--- src/rtl/base64_serializer_if.sv ---
// Handshake and serial-output bundle between a base64 character source and the serializer.
// master: character source / bit sink side; slave: the serializer itself.
interface base64_serializer_if;
    logic [7:0] in_char;
    logic       in_valid;
    logic       in_ready;
    logic       err_clr;
    logic       bit_out;
    logic       bit_valid;
    logic       frame_end;
    logic       err;

    modport master (
        output in_char, in_valid, err_clr,
        input  in_ready, bit_out, bit_valid, frame_end, err
    );

    modport slave (
        input  in_char, in_valid, err_clr,
        output in_ready, bit_out, bit_valid, frame_end, err
    );
endinterface

--- src/rtl/base64_serializer.sv ---
// Decodes base64 ASCII characters and shifts each 6-bit symbol out MSB first.
// Latency: d[5] on bit_out the cycle after acceptance, one bit per cycle after that.
// Backpressure: in_ready only in IDLE or while d[0] is driven; never in ERR or reset.
module base64_serializer #(
    parameter logic [7:0] PAD_CHAR = 8'h3D
) (
    input  logic                clk,
    input  logic                rst,
    base64_serializer_if.slave  bus
);

    typedef enum logic [1:0] {IDLE, SHIFT, ERR} state_t;
    typedef enum logic [1:0] {K_DATA, K_PAD, K_BAD} kind_t;

    state_t      state_q, state_d;
    logic [5:0]  sh_q, sh_d;
    logic [2:0]  idx_q, idx_d;
    logic        bit_out_q, bit_out_d;
    logic        bit_valid_q, bit_valid_d;
    logic        frame_end_q, frame_end_d;
    logic        err_q, err_d;

    logic        rdy;
    logic        accept;
    kind_t       kind;
    logic [5:0]  val;
    logic [7:0]  off;

    // Pad is checked first so an overridden PAD_CHAR wins over the alphabet.
    always_comb begin
        kind = K_BAD;
        off  = 8'h00;
        if (bus.in_char == PAD_CHAR) begin
            kind = K_PAD;
        end else if (bus.in_char >= 8'h41 && bus.in_char <= 8'h5A) begin
            kind = K_DATA;
            off  = bus.in_char - 8'h41;
        end else if (bus.in_char >= 8'h61 && bus.in_char <= 8'h7A) begin
            kind = K_DATA;
            off  = bus.in_char - 8'h47;
        end else if (bus.in_char >= 8'h30 && bus.in_char <= 8'h39) begin
            kind = K_DATA;
            off  = bus.in_char + 8'h04;
        end else if (bus.in_char == 8'h2B) begin
            kind = K_DATA;
            off  = 8'd62;
        end else if (bus.in_char == 8'h2F) begin
            kind = K_DATA;
            off  = 8'd63;
        end
        val = off[5:0];
    end

    assign rdy    = rst && (state_q == IDLE || (state_q == SHIFT && idx_q == 3'd0));
    assign accept = bus.in_valid && rdy;

    always_comb begin
        state_d     = state_q;
        sh_d        = sh_q;
        idx_d       = idx_q;
        bit_out_d   = 1'b0;
        bit_valid_d = 1'b0;
        frame_end_d = 1'b0;
        err_d       = err_q;
        case (state_q)
            IDLE, SHIFT: begin
                if (state_q == SHIFT && idx_q != 3'd0) begin
                    idx_d       = idx_q - 3'd1;
                    bit_out_d   = sh_q[idx_d];
                    bit_valid_d = 1'b1;
                end else if (accept) begin
                    case (kind)
                        K_DATA: begin
                            sh_d        = val;
                            idx_d       = 3'd5;
                            bit_out_d   = val[5];
                            bit_valid_d = 1'b1;
                            state_d     = SHIFT;
                        end
                        K_PAD: begin
                            frame_end_d = 1'b1;
                            idx_d       = 3'd0;
                            state_d     = IDLE;
                        end
                        default: begin
                            err_d   = 1'b1;
                            idx_d   = 3'd0;
                            state_d = ERR;
                        end
                    endcase
                end else begin
                    idx_d   = 3'd0;
                    state_d = IDLE;
                end
            end
            ERR: begin
                if (bus.err_clr) begin
                    err_d   = 1'b0;
                    state_d = IDLE;
                end
            end
            default: state_d = IDLE;
        endcase
    end

    always_ff @(posedge clk or negedge rst) begin
        if (!rst) begin
            state_q     <= IDLE;
            sh_q        <= 6'd0;
            idx_q       <= 3'd0;
            bit_out_q   <= 1'b0;
            bit_valid_q <= 1'b0;
            frame_end_q <= 1'b0;
            err_q       <= 1'b0;
        end else begin
            state_q     <= state_d;
            sh_q        <= sh_d;
            idx_q       <= idx_d;
            bit_out_q   <= bit_out_d;
            bit_valid_q <= bit_valid_d;
            frame_end_q <= frame_end_d;
            err_q       <= err_d;
        end
    end

    assign bus.in_ready  = rdy;
    assign bus.bit_out   = bit_out_q;
    assign bus.bit_valid = bit_valid_q;
    assign bus.frame_end = frame_end_q;
    assign bus.err       = err_q;

endmodule

--- src/flat_wrapper.sv ---
// flat-port wrapper written by rule: the top's interface ports become plain ports
module base64_serializer_flat 
#(
    parameter logic [7:0] PAD_CHAR = 8'h3D
)
  (clk, rst, bus_in_char, bus_in_valid, bus_err_clr, bus_in_ready, bus_bit_out, bus_bit_valid, bus_frame_end, bus_err);
  base64_serializer_if bus_i ();
  input  logic clk;
  input  logic rst;
  input wire logic [$bits(bus_i.in_char)-1:0] bus_in_char;
  input wire logic [$bits(bus_i.in_valid)-1:0] bus_in_valid;
  input wire logic [$bits(bus_i.err_clr)-1:0] bus_err_clr;
  output wire logic [$bits(bus_i.in_ready)-1:0] bus_in_ready;
  output wire logic [$bits(bus_i.bit_out)-1:0] bus_bit_out;
  output wire logic [$bits(bus_i.bit_valid)-1:0] bus_bit_valid;
  output wire logic [$bits(bus_i.frame_end)-1:0] bus_frame_end;
  output wire logic [$bits(bus_i.err)-1:0] bus_err;
  assign bus_i.in_char = bus_in_char;
  assign bus_i.in_valid = bus_in_valid;
  assign bus_i.err_clr = bus_err_clr;
  assign bus_in_ready = bus_i.in_ready;
  assign bus_bit_out = bus_i.bit_out;
  assign bus_bit_valid = bus_i.bit_valid;
  assign bus_frame_end = bus_i.frame_end;
  assign bus_err = bus_i.err;
  base64_serializer #(.PAD_CHAR(PAD_CHAR)) u_core (.clk(clk), .rst(rst), .bus(bus_i));
endmodule
--- config.mk ---
export PLATFORM = sky130hd
export DESIGN_NAME = base64_serializer_flat
export DESIGN_NICKNAME = d
export VERILOG_FILES = /design/src/rtl/base64_serializer_if.sv /design/src/rtl/base64_serializer.sv /design/src/flat_wrapper.sv
export SDC_FILE = /design/constraint.sdc
export NUM_CORES = 1
export LEC_CHECK = 0
export BUFFER_PORTS_ARGS = -buffer_cell sky130_fd_sc_hd__buf_2
export CAP_MARGIN = 20
export CELL_PAD_IN_SITES_DETAIL_PLACEMENT = 1
export CELL_PAD_IN_SITES_GLOBAL_PLACEMENT = 1
export CORE_AREA = 4 4 62 64
export CTS_BUF_LIST = sky130_fd_sc_hd__clkbuf_16
export DETAILED_ROUTE_END_ITERATION = 12
export DIE_AREA = 0 0 66 68
export GPL_TIMING_DRIVEN = 0
export MAX_ROUTING_LAYER = met4
export PLACE_DENSITY = 0.82
export SLEW_MARGIN = 20
export SYNTH_ARGS = -nofsm -noshare
export SYNTH_HDL_FRONTEND = slang
export SYNTH_SLANG_ARGS = --single-unit
--- constraint.sdc ---
create_clock -name clk -period 1.71 [get_ports clk]
set_input_delay 0.342 -clock clk [delete_from_list [all_inputs] [get_ports clk]]
set_output_delay 0.342 -clock clk [all_outputs]
set_load 0.03 [all_outputs]
==> flow_summary_export.csv, run 1 <==
group,metric,value,unit
clock_network,clk_pin_slew,0.05,ns
detailed_routing,routed-via-count,1274,
floorplan,rows,21,
placed_design,io_buffers,15,
timing,slew_headroom,0.6599,
finish,drive_above_1_share,0.4696,
detailed_routing,drtIter0Drc,84,
clock_network,root_buffer,"clkbuf_16",
clock_network,clk_latency,0.25,ns
synthesis,seq_area_frac_synth,0.3055,
timing,whs,-0.008091,ns
timing,tns,-1.054,ns
detailed_routing,dr.pass1.iters,4,
timing,period_needed,1.921,ns
floorplan,start_util,0.3741,
outcome,outcome,"finished, violations left",
finish,layout_commonest_cell,"buf_4",
finish,fin_util,0.5863,
critical_path,cp.required,1.88,ns
critical_path,crit_arrival,2.09,ns
timing,setup-violations-final,10,
power,power_density,702.5,nW/um2
synthesis,synthArstFlopShare,1.000,
synthesis,synth-seq-cells,15,
finish,antenna_cells,0,
placed_design,dp_cells,198,
placed_design,place_ws,-0.7554,ns
floorplan,die_x,66,um
placed_design,dpl.hpwl,2651,um
timing,finalClockSkew,0.005718,ns
power,p_total,1.353,mW
detailed_routing,drc_errors,0,
power,power.leakage,0.8430,nW
synthesis,syn_inst,137,
outcome,violations,"negative hold slack, negative setup slack",
detailed_routing,wl_per_cell,19.88,um
synthesis,ys_top_cells_by_area,"dfrtp_1, ha_1, inv_1",
detailed_routing,drtAntennaViolNets,0,
floorplan,die_area,4488,um2
clock_network,clock_sinks,15,
finish,fin_area,1926,um2
synthesis,synth_top_area_share,0.3055,
timing,grt_setup_unrepaired,"true",
power,ir_drop,316.7,uV
critical_path,worstPathMaxFanout,8,
finish,syn2layout_area_growth,56.72,%
min_path,hold_class,"input port to async pin",
grt,grt_remaining_overflow,0,
floorplan,core-area,3284,um2
synthesis,synth-main-ff-cell,"dfrtp_1",
critical_path,worstSetupPathType,"input port to flop",
grt,antenna_found_initial,0,
synthesis,syn-num-nets,160,
clock_network,cts_tree,"yes",
timing,layout_setup_ws,-0.2109,ns
timing,min_period_over_period,1.123,
critical_path,crit_path_end_kind,"flop",
synthesis,synth_edf_count,0,
timing,worst-slew-pin-transition,0.5030,ns
placed_design,gp_congestion,0.8691,
placed_design,place_area,1378,um2
timing,finalHoldViolCount,15,
synthesis,syn_area,1229,um2
job,maxCapViolCount,0,
clock_network,clockBufferDepth,2,
grt,grt_usage,0.2225,
critical_path,setup.worst_path.start_class,"input port",
synthesis,synth_largest_area_cell,"dfrtp_1",
grt,grt_max_degree,17,
detailed_routing,vias_per_cell,5.612,
timing,slew_violations,0,
finish,layout_common_cells,"buf_4, dfrtp_1, nand2_1, buf_2",
grt,grt_pass1_wl,7155,um
synthesis,synth.avg_cell_area,8.968,um2
finish,fin_cells,227,
floorplan,ioPinCount,17,
finish,multi_input_comb_area,1002,um2
finish,nFillCells,355,
clock_network,numCtsBuffers,3,
detailed_routing,routed_wl,4512,um
clock_network,htreeDepth,1,
floorplan,die_h,68,um
finish,register_area,376.6,um2
grt,grt_pass1_vias,1445,
synthesis,synth_cell_types,45,
timing,fmaxAchievable,520.6,MHz
synthesis,yosys_warnings,0,
finish,nNetsFinal,205,
[path summary, 6_finish.rpt]
kind / startpoint / to / slack, ns / cells past startpoint
max in group asynchronous: rst / u_core.idx_q[0] / 1.44 / 1
min: rst / u_core.idx_q[1] / -0.008 / 1
min reg2reg: u_core.sh_q[5] / u_core.sh_q[5] / 0.49 / 1
max reg2reg: u_core.idx_q[0] / u_core.sh_q[5] / 0 / 8
max: bus_in_char[3] / u_core.bus.bit_out / -0.21 / 8
min in group clk: bus_err_clr / u_core.state_q[1] / 0.31 / 2
[per-layer routing]
metal	part of all wire	global-route usage	vias to the layer above
met5	0	-	-
met4	0.044	0.1396	0
met3	0.036	0.02791	20
met2	0.54	0.4080	35
met1	0.38	0.2255	629
li1	-	-	590
[where the power goes]
part	switching (mW)	internal (mW)
Clock	0.148	0.315
Combinational	0.235	0.216
Sequential	0.0343	0.405
[kinds of logic (layout without fill, tap and decap cells)]
group	count (synthesis)	after routing	share of synthesized area
simple gates	44	44	0.1945
compound gates	40	40	0.2383
flops	15	15	0.3055
buf+inv	15	59	0.04887
fa+ha+maj	11	11	0.1120
xor+xnor	8	8	0.05702
mux	4	4	0.04379
[critical path, cell delays in order]
cell,delay (ns)
buf_12,0.12
ha_4,0.16
a21o_1,0.20
a311oi_2,0.36
nand2_2,0.16
or4_4,0.45
a21oi_4,0.18
o21bai_1,0.13
[what timing repair did]
item	in CTS	in global routing
buffers inserted	19	5
endpoints found under the setup margin	14	13
pin swaps	15	6
cloned	0	1
hold buffers	0	0
gates resized for setup	42	22
[Yosys cell counts, drive strengths merged (2+ instances only)]
master,number
a211oi,2
a21o,2
a21oi,9
a31o,2
and3,2
buf,2
dfrtp,15
ha,11
inv,12
mux2i,2
nand2,12
nand2b,5
nand3,5
nor2,7
nor2b,4
o211ai,3
o21ai,7
o22a,2
o22ai,2
o31ai,2
xnor2,4
xor2,4
[flip-flops by register name (all words and copies together), names as in the netlist]
name,cells
u_core.state_q,2
u_core.bus.bit_out,1
u_core.sh_q,6
u_core.bus.frame_end,1
u_core.bus.bit_valid,1
u_core.bus.err,1
u_core.idx_q,3
[layout make-up]
| type | instances | area share |
|---|---|---|
| tap | 46 | 0.02989 |
| buffer | 3 | 0.01105 |
| sequential | 15 | 0.1956 |
| clock inverter | 1 | 0.003899 |
| timing repair buffer | 40 | 0.1702 |
| clock buffer | 3 | 0.03899 |
| inverter | 12 | 0.02989 |
| multi-input combinational | 107 | 0.5205 |
Power figures use the tool's default switching activity.
==> run 2, diff against run 1 <==
--- a/config.mk
+++ b/config.mk
@@ -5,6 +5,7 @@
 export SDC_FILE = /design/constraint.sdc
 export NUM_CORES = 1
 export LEC_CHECK = 0
+export ABC_CLOCK_PERIOD_IN_PS = 1710
 export BUFFER_PORTS_ARGS = -buffer_cell sky130_fd_sc_hd__buf_2
 export CAP_MARGIN = 20
 export CELL_PAD_IN_SITES_DETAIL_PLACEMENT = 1
@@ -13,6 +14,7 @@
 export CTS_BUF_LIST = sky130_fd_sc_hd__clkbuf_16
 export DETAILED_ROUTE_END_ITERATION = 12
 export DIE_AREA = 0 0 66 68
+export GPL_ROUTABILITY_DRIVEN = 0
 export GPL_TIMING_DRIVEN = 0
 export MAX_ROUTING_LAYER = met4
 export PLACE_DENSITY = 0.82
==> constraint.sdc (replaced) <==
create_clock -name clk -period 1.71 [get_ports clk]
set_input_delay 0.0855 -clock clk [delete_from_list [all_inputs] [get_ports clk]]
set_output_delay 0.0855 -clock clk [all_outputs]
set_load 0.03 [all_outputs]
==> run 2 against run 1 <==
The run now ends clean; critical path depth up 1; worst setup slack improved by 0.27 ns; via count shrank 10%; first-iteration DRC count is 3.6% lower; global-route usage shrank 4.8 points; flip-flop and latch count is the same; design area shrank 11%; utilization down 6.2 points; clock power fell by 2%; worst hold slack better by 0.053 ns; final cell count fell by 5.7%; die area did not move; largest cell class unchanged; largest power group unchanged; highest routed layer unchanged.
==> flow_summary_export.csv, run 2 (synthesis results as in run 1) <==
group,metric,value,unit
grt,grt_remaining_overflow,0,
placed_design,place_ws,-0.5020,ns
timing,fmaxAchievable,605.2,MHz
grt,antenna_found_initial,0,
finish,max_flop_register,"u_core.sh_q",
finish,reg_top3,"u_core.sh_q (6), u_core.idx_q (3), u_core.state_q (2)",
floorplan,rows,21,
finish,drive_above_1_share,0.3512,
clock_network,clock_sinks,15,
placed_design,place_area,1428,um2
grt,grt_max_degree,16,
clock_network,clk_pin_slew,0.05,ns
finish,largest_register_ffs,6,
detailed_routing,drtAntennaViolNets,0,
floorplan,core-area,3284,um2
floorplan,start_util,0.3741,
detailed_routing,routed-via-count,1147,
clock_network,htreeDepth,1,
critical_path,crit_path_end_kind,"flop",
power,power_density,727.5,nW/um2
power,power.leakage,0.7642,nW
clock_network,clockBufferDepth,2,
critical_path,worstSetupPathType,"input port to flop",
timing,slew_headroom,0.5192,
timing,setup-violations-final,0,
floorplan,die_x,66,um
critical_path,crit_arrival,1.78,ns
timing,grt_setup_unrepaired,"true",
detailed_routing,wl_per_cell,17.05,um
timing,worst-slew-pin-transition,0.7188,ns
placed_design,dpl.hpwl,2564,um
detailed_routing,drtIter0Drc,81,
job,maxCapViolCount,0,
floorplan,die_area,4488,um2
grt,grt_usage,0.1742,
outcome,outcome,"completed",
timing,slew_violations,0,
detailed_routing,vias_per_cell,5.360,
timing,finalClockSkew,0.003337,ns
finish,syn2layout_area_growth,40.12,%
power,ir_drop,323.8,uV
min_path,hold_class,"input port to flop",
finish,fin_area,1722,um2
finish,antenna_cells,0,
clock_network,cts_tree,"yes",
critical_path,setup.worst_path.start_class,"input port",
grt,grt_pass1_wl,5692,um
critical_path,worstPathMaxFanout,7,
timing,layout_setup_ws,0.05774,ns
floorplan,ioPinCount,17,
critical_path,ff2ff_setup_slack,0.07,ns
clock_network,clk_latency,0.25,ns
placed_design,io_buffers,15,
floorplan,die_h,68,um
clock_network,numCtsBuffers,3,
grt,grt_pass1_vias,1217,
timing,min_period_over_period,0.9662,
critical_path,cp.required,1.84,ns
detailed_routing,drc_errors,0,
timing,finalHoldViolCount,0,
timing,whs,0.04462,ns
detailed_routing,dr.pass1.iters,4,
detailed_routing,routed_wl,3648,um
finish,nNetsFinal,192,
finish,layout_common_cells,"buf_2, dfrtp_1, nand2_1, inv_1, buf_4",
clock_network,root_buffer,"clkbuf_16",
timing,period_needed,1.652,ns
## run 2: cell types whose count changed in the layout (fill, tap and decap cells not counted), sizes merged
cell | previous run | this run
inv | 12 | 13
buf | 42 | 27
clkinvlp | 1 | 0
dlygate4sd3 | 0 | 1
clkbuf | 4 | 5
## run 2: where the power goes
| part | total (mW) | switching (mW) | internal, mW |
|---|---|---|---|
| clock | 0.454 | 0.144 | 0.310 |
| sequential | 0.436 | 0.0313 | 0.405 |
| combinational | 0.363 | 0.197 | 0.166 |
| total | 1.25 | 0.372 | 0.880 |
## run 2: final timing paths
kind | from | to | cells after the start
worst max-delay path | bus_in_char[2] | u_core.sh_q[4] | 9
worst min-delay path | bus_err_clr | u_core.state_q[1] | 2
worst max register to register | u_core.idx_q[0] | u_core.sh_q[4] | 7
worst min register to register | u_core.sh_q[5] | u_core.sh_q[5] | 1
max in group asynchronous | rst | u_core.idx_q[0] | 2
min in group asynchronous | rst | u_core.sh_q[5] | 2
## run 2: repair_timing
action / in CTS / in global routing
hold buffers: 1 / 0
pin swaps: 3 / 7
gates resized for setup: 7 / 22
endpoints found under the setup margin: 10 / 10
cloned: 0 / 1
setup buffers: 4 / 6
endpoints found under the hold margin: 15 / 0
## run 2: through the flow
step           setup TNS [ns]  power, mW  utilization  instances
6_report                    0      1.253       0.5242        214
5_1_grt              -0.05682      1.316       0.5242        214
4_1_cts                     0      1.217       0.4773        207
3_5_place_dp           -3.751     0.7489       0.4347        198
3_3_place_gp           -3.083     0.7324       0.4347        198
2_1_floorplan         -0.3405     0.6549            -        137
## run 2: critical path, cell delays in order
cell      delay [ns]
buf_12          0.10
inv_8           0.04
ha_4            0.15
a21o_1          0.19
a311oi_2        0.37
nand2_2         0.13
buf_6           0.15
a31o_4          0.29
mux2_2          0.28
## run 2: layout make-up
class	instances	area, um2
Buffer	3	25.02
Multi-Input combinational cell	107	920.9
Clock inverter	1	3.754
Clock buffer	3	75.07
Timing Repair Buffer	27	210.2
Fill cell	372	1563
Inverter	12	52.55
Sequential cell	15	376.6
Tap cell	46	57.56
## run 2: metal layers
layer | up-vias | GRT usage | routed length (um)
li1 | 559 | - | -
met1 | 555 | 0.1920 | 1538
met2 | 23 | 0.3104 | 1939
met3 | 10 | 0.01642 | 88
met4 | 0 | 0.09645 | 82
met5 | - | - | 0
==> run 3, diff against run 2 <==
--- a/config.mk
+++ b/config.mk
@@ -18,6 +18,8 @@
 export GPL_TIMING_DRIVEN = 0
 export MAX_ROUTING_LAYER = met4
 export PLACE_DENSITY = 0.82
+export RECOVER_POWER = 50
+export SKIP_LAST_GASP = 1
 export SLEW_MARGIN = 20
 export SYNTH_ARGS = -nofsm -noshare
 export SYNTH_HDL_FRONTEND = slang
==> run 3 against run 2 <==
Clock power down 0.9%; power up 0.70%; critical path depth unchanged; global-route usage about the same; routed wire length up 6.1%; sequential share of layout area up 0.080 points; sequential power up 0.9%; non-clock buffer count unchanged; flip-flop and latch count unchanged; register-to-register slack about the same; final cell count unchanged; first-iteration DRC count down 51%; critical path type unchanged; largest cell class unchanged; largest power group unchanged.
==> flow_summary_export.csv, run 3 (synthesis results as in run 1) <==
group,metric,value,unit
power,ir_drop,313.9,uV
detailed_routing,vias_per_cell,5.449,
placed_design,place_ws,-0.5020,ns
clock_network,numCtsBuffers,3,
finish,drive_above_1_share,0.3214,
grt,grt_usage,0.1745,
finish,fin_util,0.5223,
critical_path,crit_path_end_kind,"flop",
floorplan,ioPinCount,17,
detailed_routing,drc_errors,0,
critical_path,crit-reg2reg-capture,"u_core.sh_q[4]",
timing,grt_setup_unrepaired,"true",
timing,finalHoldViolCount,0,
min_path,holdPathStages,2,
floorplan,die_h,68,um
critical_path,crit_arrival,1.78,ns
finish,layout_common_cells,"dfrtp_1, nand2_1, inv_1, buf_2, buf_4",
critical_path,cp.required,1.84,ns
grt,antenna_found_initial,0,
detailed_routing,drtAntennaViolNets,0,
detailed_routing,routed_wl,3871,um
floorplan,die_area,4488,um2
critical_path,setup.worst_path.start_class,"input port",
critical_path,worstSetupPathType,"input port to flop",
critical_path,rr_worst_depth,7,
detailed_routing,routed-via-count,1166,
grt,grt_pass1_wl,5699,um
finish,register_area,376.6,um2
clock_network,htreeDepth,1,
finish,syn2layout_area_growth,39.61,%
critical_path,ff2ff_setup_slack,0.07,ns
timing,min_period_over_period,0.9673,
floorplan,die_x,66,um
detailed_routing,wl_per_cell,18.09,um
placed_design,dpl.hpwl,2564,um
timing,period_needed,1.654,ns
grt,grt_pass1_vias,1217,
min_path,hold_class,"input port to flop",
finish,multi_input_comb_area,923.4,um2
finish,nNetsFinal,192,
timing,tns,0,ns
timing,layout_setup_ws,0.05600,ns
power,power_density,735.3,nW/um2
timing,slew_headroom,0.5326,
clock_network,clk_pin_slew,0.05,ns
finish,nFillCells,375,
floorplan,core-area,3284,um2
clock_network,clock_sinks,15,
critical_path,r2r_start,"u_core.idx_q[0]",
clock_network,root_buffer,"clkbuf_16",
timing,worst-slew-pin-transition,0.6988,ns
critical_path,critPathLaunch,"bus_in_char[2]",
detailed_routing,drtIter0Drc,40,
clock_network,clockBufferDepth,2,
timing,slew_violations,0,
timing,setup-violations-final,0,
outcome,outcome,"completed",
finish,antenna_cells,0,
placed_design,io_buffers,15,
floorplan,start_util,0.3741,
critical_path,crit_end,"u_core.sh_q[4]",
power,power.leakage,0.7455,nW
finish,layout_commonest_cell,"dfrtp_1",
timing,fmaxAchievable,604.6,MHz
grt,grt_remaining_overflow,0,
finish,largest_register_ffs,6,
finish,max_flop_register,"u_core.sh_q",
job,maxCapViolCount,0,
floorplan,rows,21,
power,p_total,1.261,mW
clock_network,cts_tree,"yes",
critical_path,worstPathMaxFanout,7,
grt,grt_max_degree,16,
finish,reg_top3,"u_core.sh_q (6), u_core.idx_q (3), u_core.state_q (2)",
detailed_routing,dr.pass1.iters,4,
timing,finalClockSkew,0.003049,ns
clock_network,clk_latency,0.24,ns
run 3: changes by cell type in the layout (fill, tap and decap cells not counted):
cell,before,now
clkbuf_1,0,5
inv_8,1,0
nand2_1,10,11
a211oi_2,0,1
buf_2,14,9
inv_6,0,1
a211oi_1,2,1
nand2_2,2,1
run 3: stage by stage:
step                hold slack [ns]  cells  instance area, um2
global placement           0.004457    198                1428
detailed placement          0.01663    198                1428
floorplan                   -0.2101    137                1295
CTS                         0.04906    207                1565
global route                0.04284    214                1715
finish                      0.04306    214                1715
run 3: power breakdown:
group / internal [mW] / total, mW / leakage [nW] / switching (mW)
clock network: 0.310 / 0.450 / 0.0423 / 0.140
registers: 0.405 / 0.440 / 0.199 / 0.0348
logic: 0.164 / 0.372 / 0.504 / 0.208
total: 0.878 / 1.26 / 0.745 / 0.383
run 3: worst min path at each step:
stage | endpoint | startpoint | slack, ns
finish | u_core.state_q[1] | bus_err_clr | 0.04
floorplan | u_core.bus.bit_out | rst | -0.21
global placement | u_core.idx_q[1] | rst | 0.004
detailed placement | u_core.idx_q[1] | rst | 0.02
global route | u_core.state_q[1] | bus_err_clr | 0.04
CTS | u_core.state_q[1] | bus_err_clr | 0.05
run 3: layout make-up:
type                       instances  area share
multi-input combinational        107      0.5383
sequential                        15      0.2195
clock buffer                       3     0.04376
tap                               46     0.03355
clock inverter                     1    0.002188
timing repair buffer              27      0.1189
inverter                          12     0.02918
buffer                             3     0.01459
run 3: what timing repair did:
item,CTS,global route
setup buffers,4,6
endpoints found under the hold margin,15,0
gates cloned,0,1
pin swaps,3,8
hold buffers,1,0
resized for setup,6,22
endpoints found under the setup margin,10,10
run 3: layer usage:
layer | GRT usage | routed length (um) | vias to the layer above | part of all wire
met3 | 0.01642 | 77 | 10 | 0.020
met2 | 0.3104 | 2136 | 19 | 0.55
met4 | 0.09645 | 83 | 0 | 0.021
li1 | - | - | 555 | -
met5 | - | 0 | - | 0
met1 | 0.1930 | 1573 | 582 | 0.41
run 3: worst max-delay path, stage by stage:
cell      delay (ns)
buf_12          0.09
inv_6           0.04
ha_4            0.15
a21o_1          0.19
a311oi_2        0.37
nand2_2         0.13
buf_6           0.15
a31o_4          0.29
mux2_2          0.28
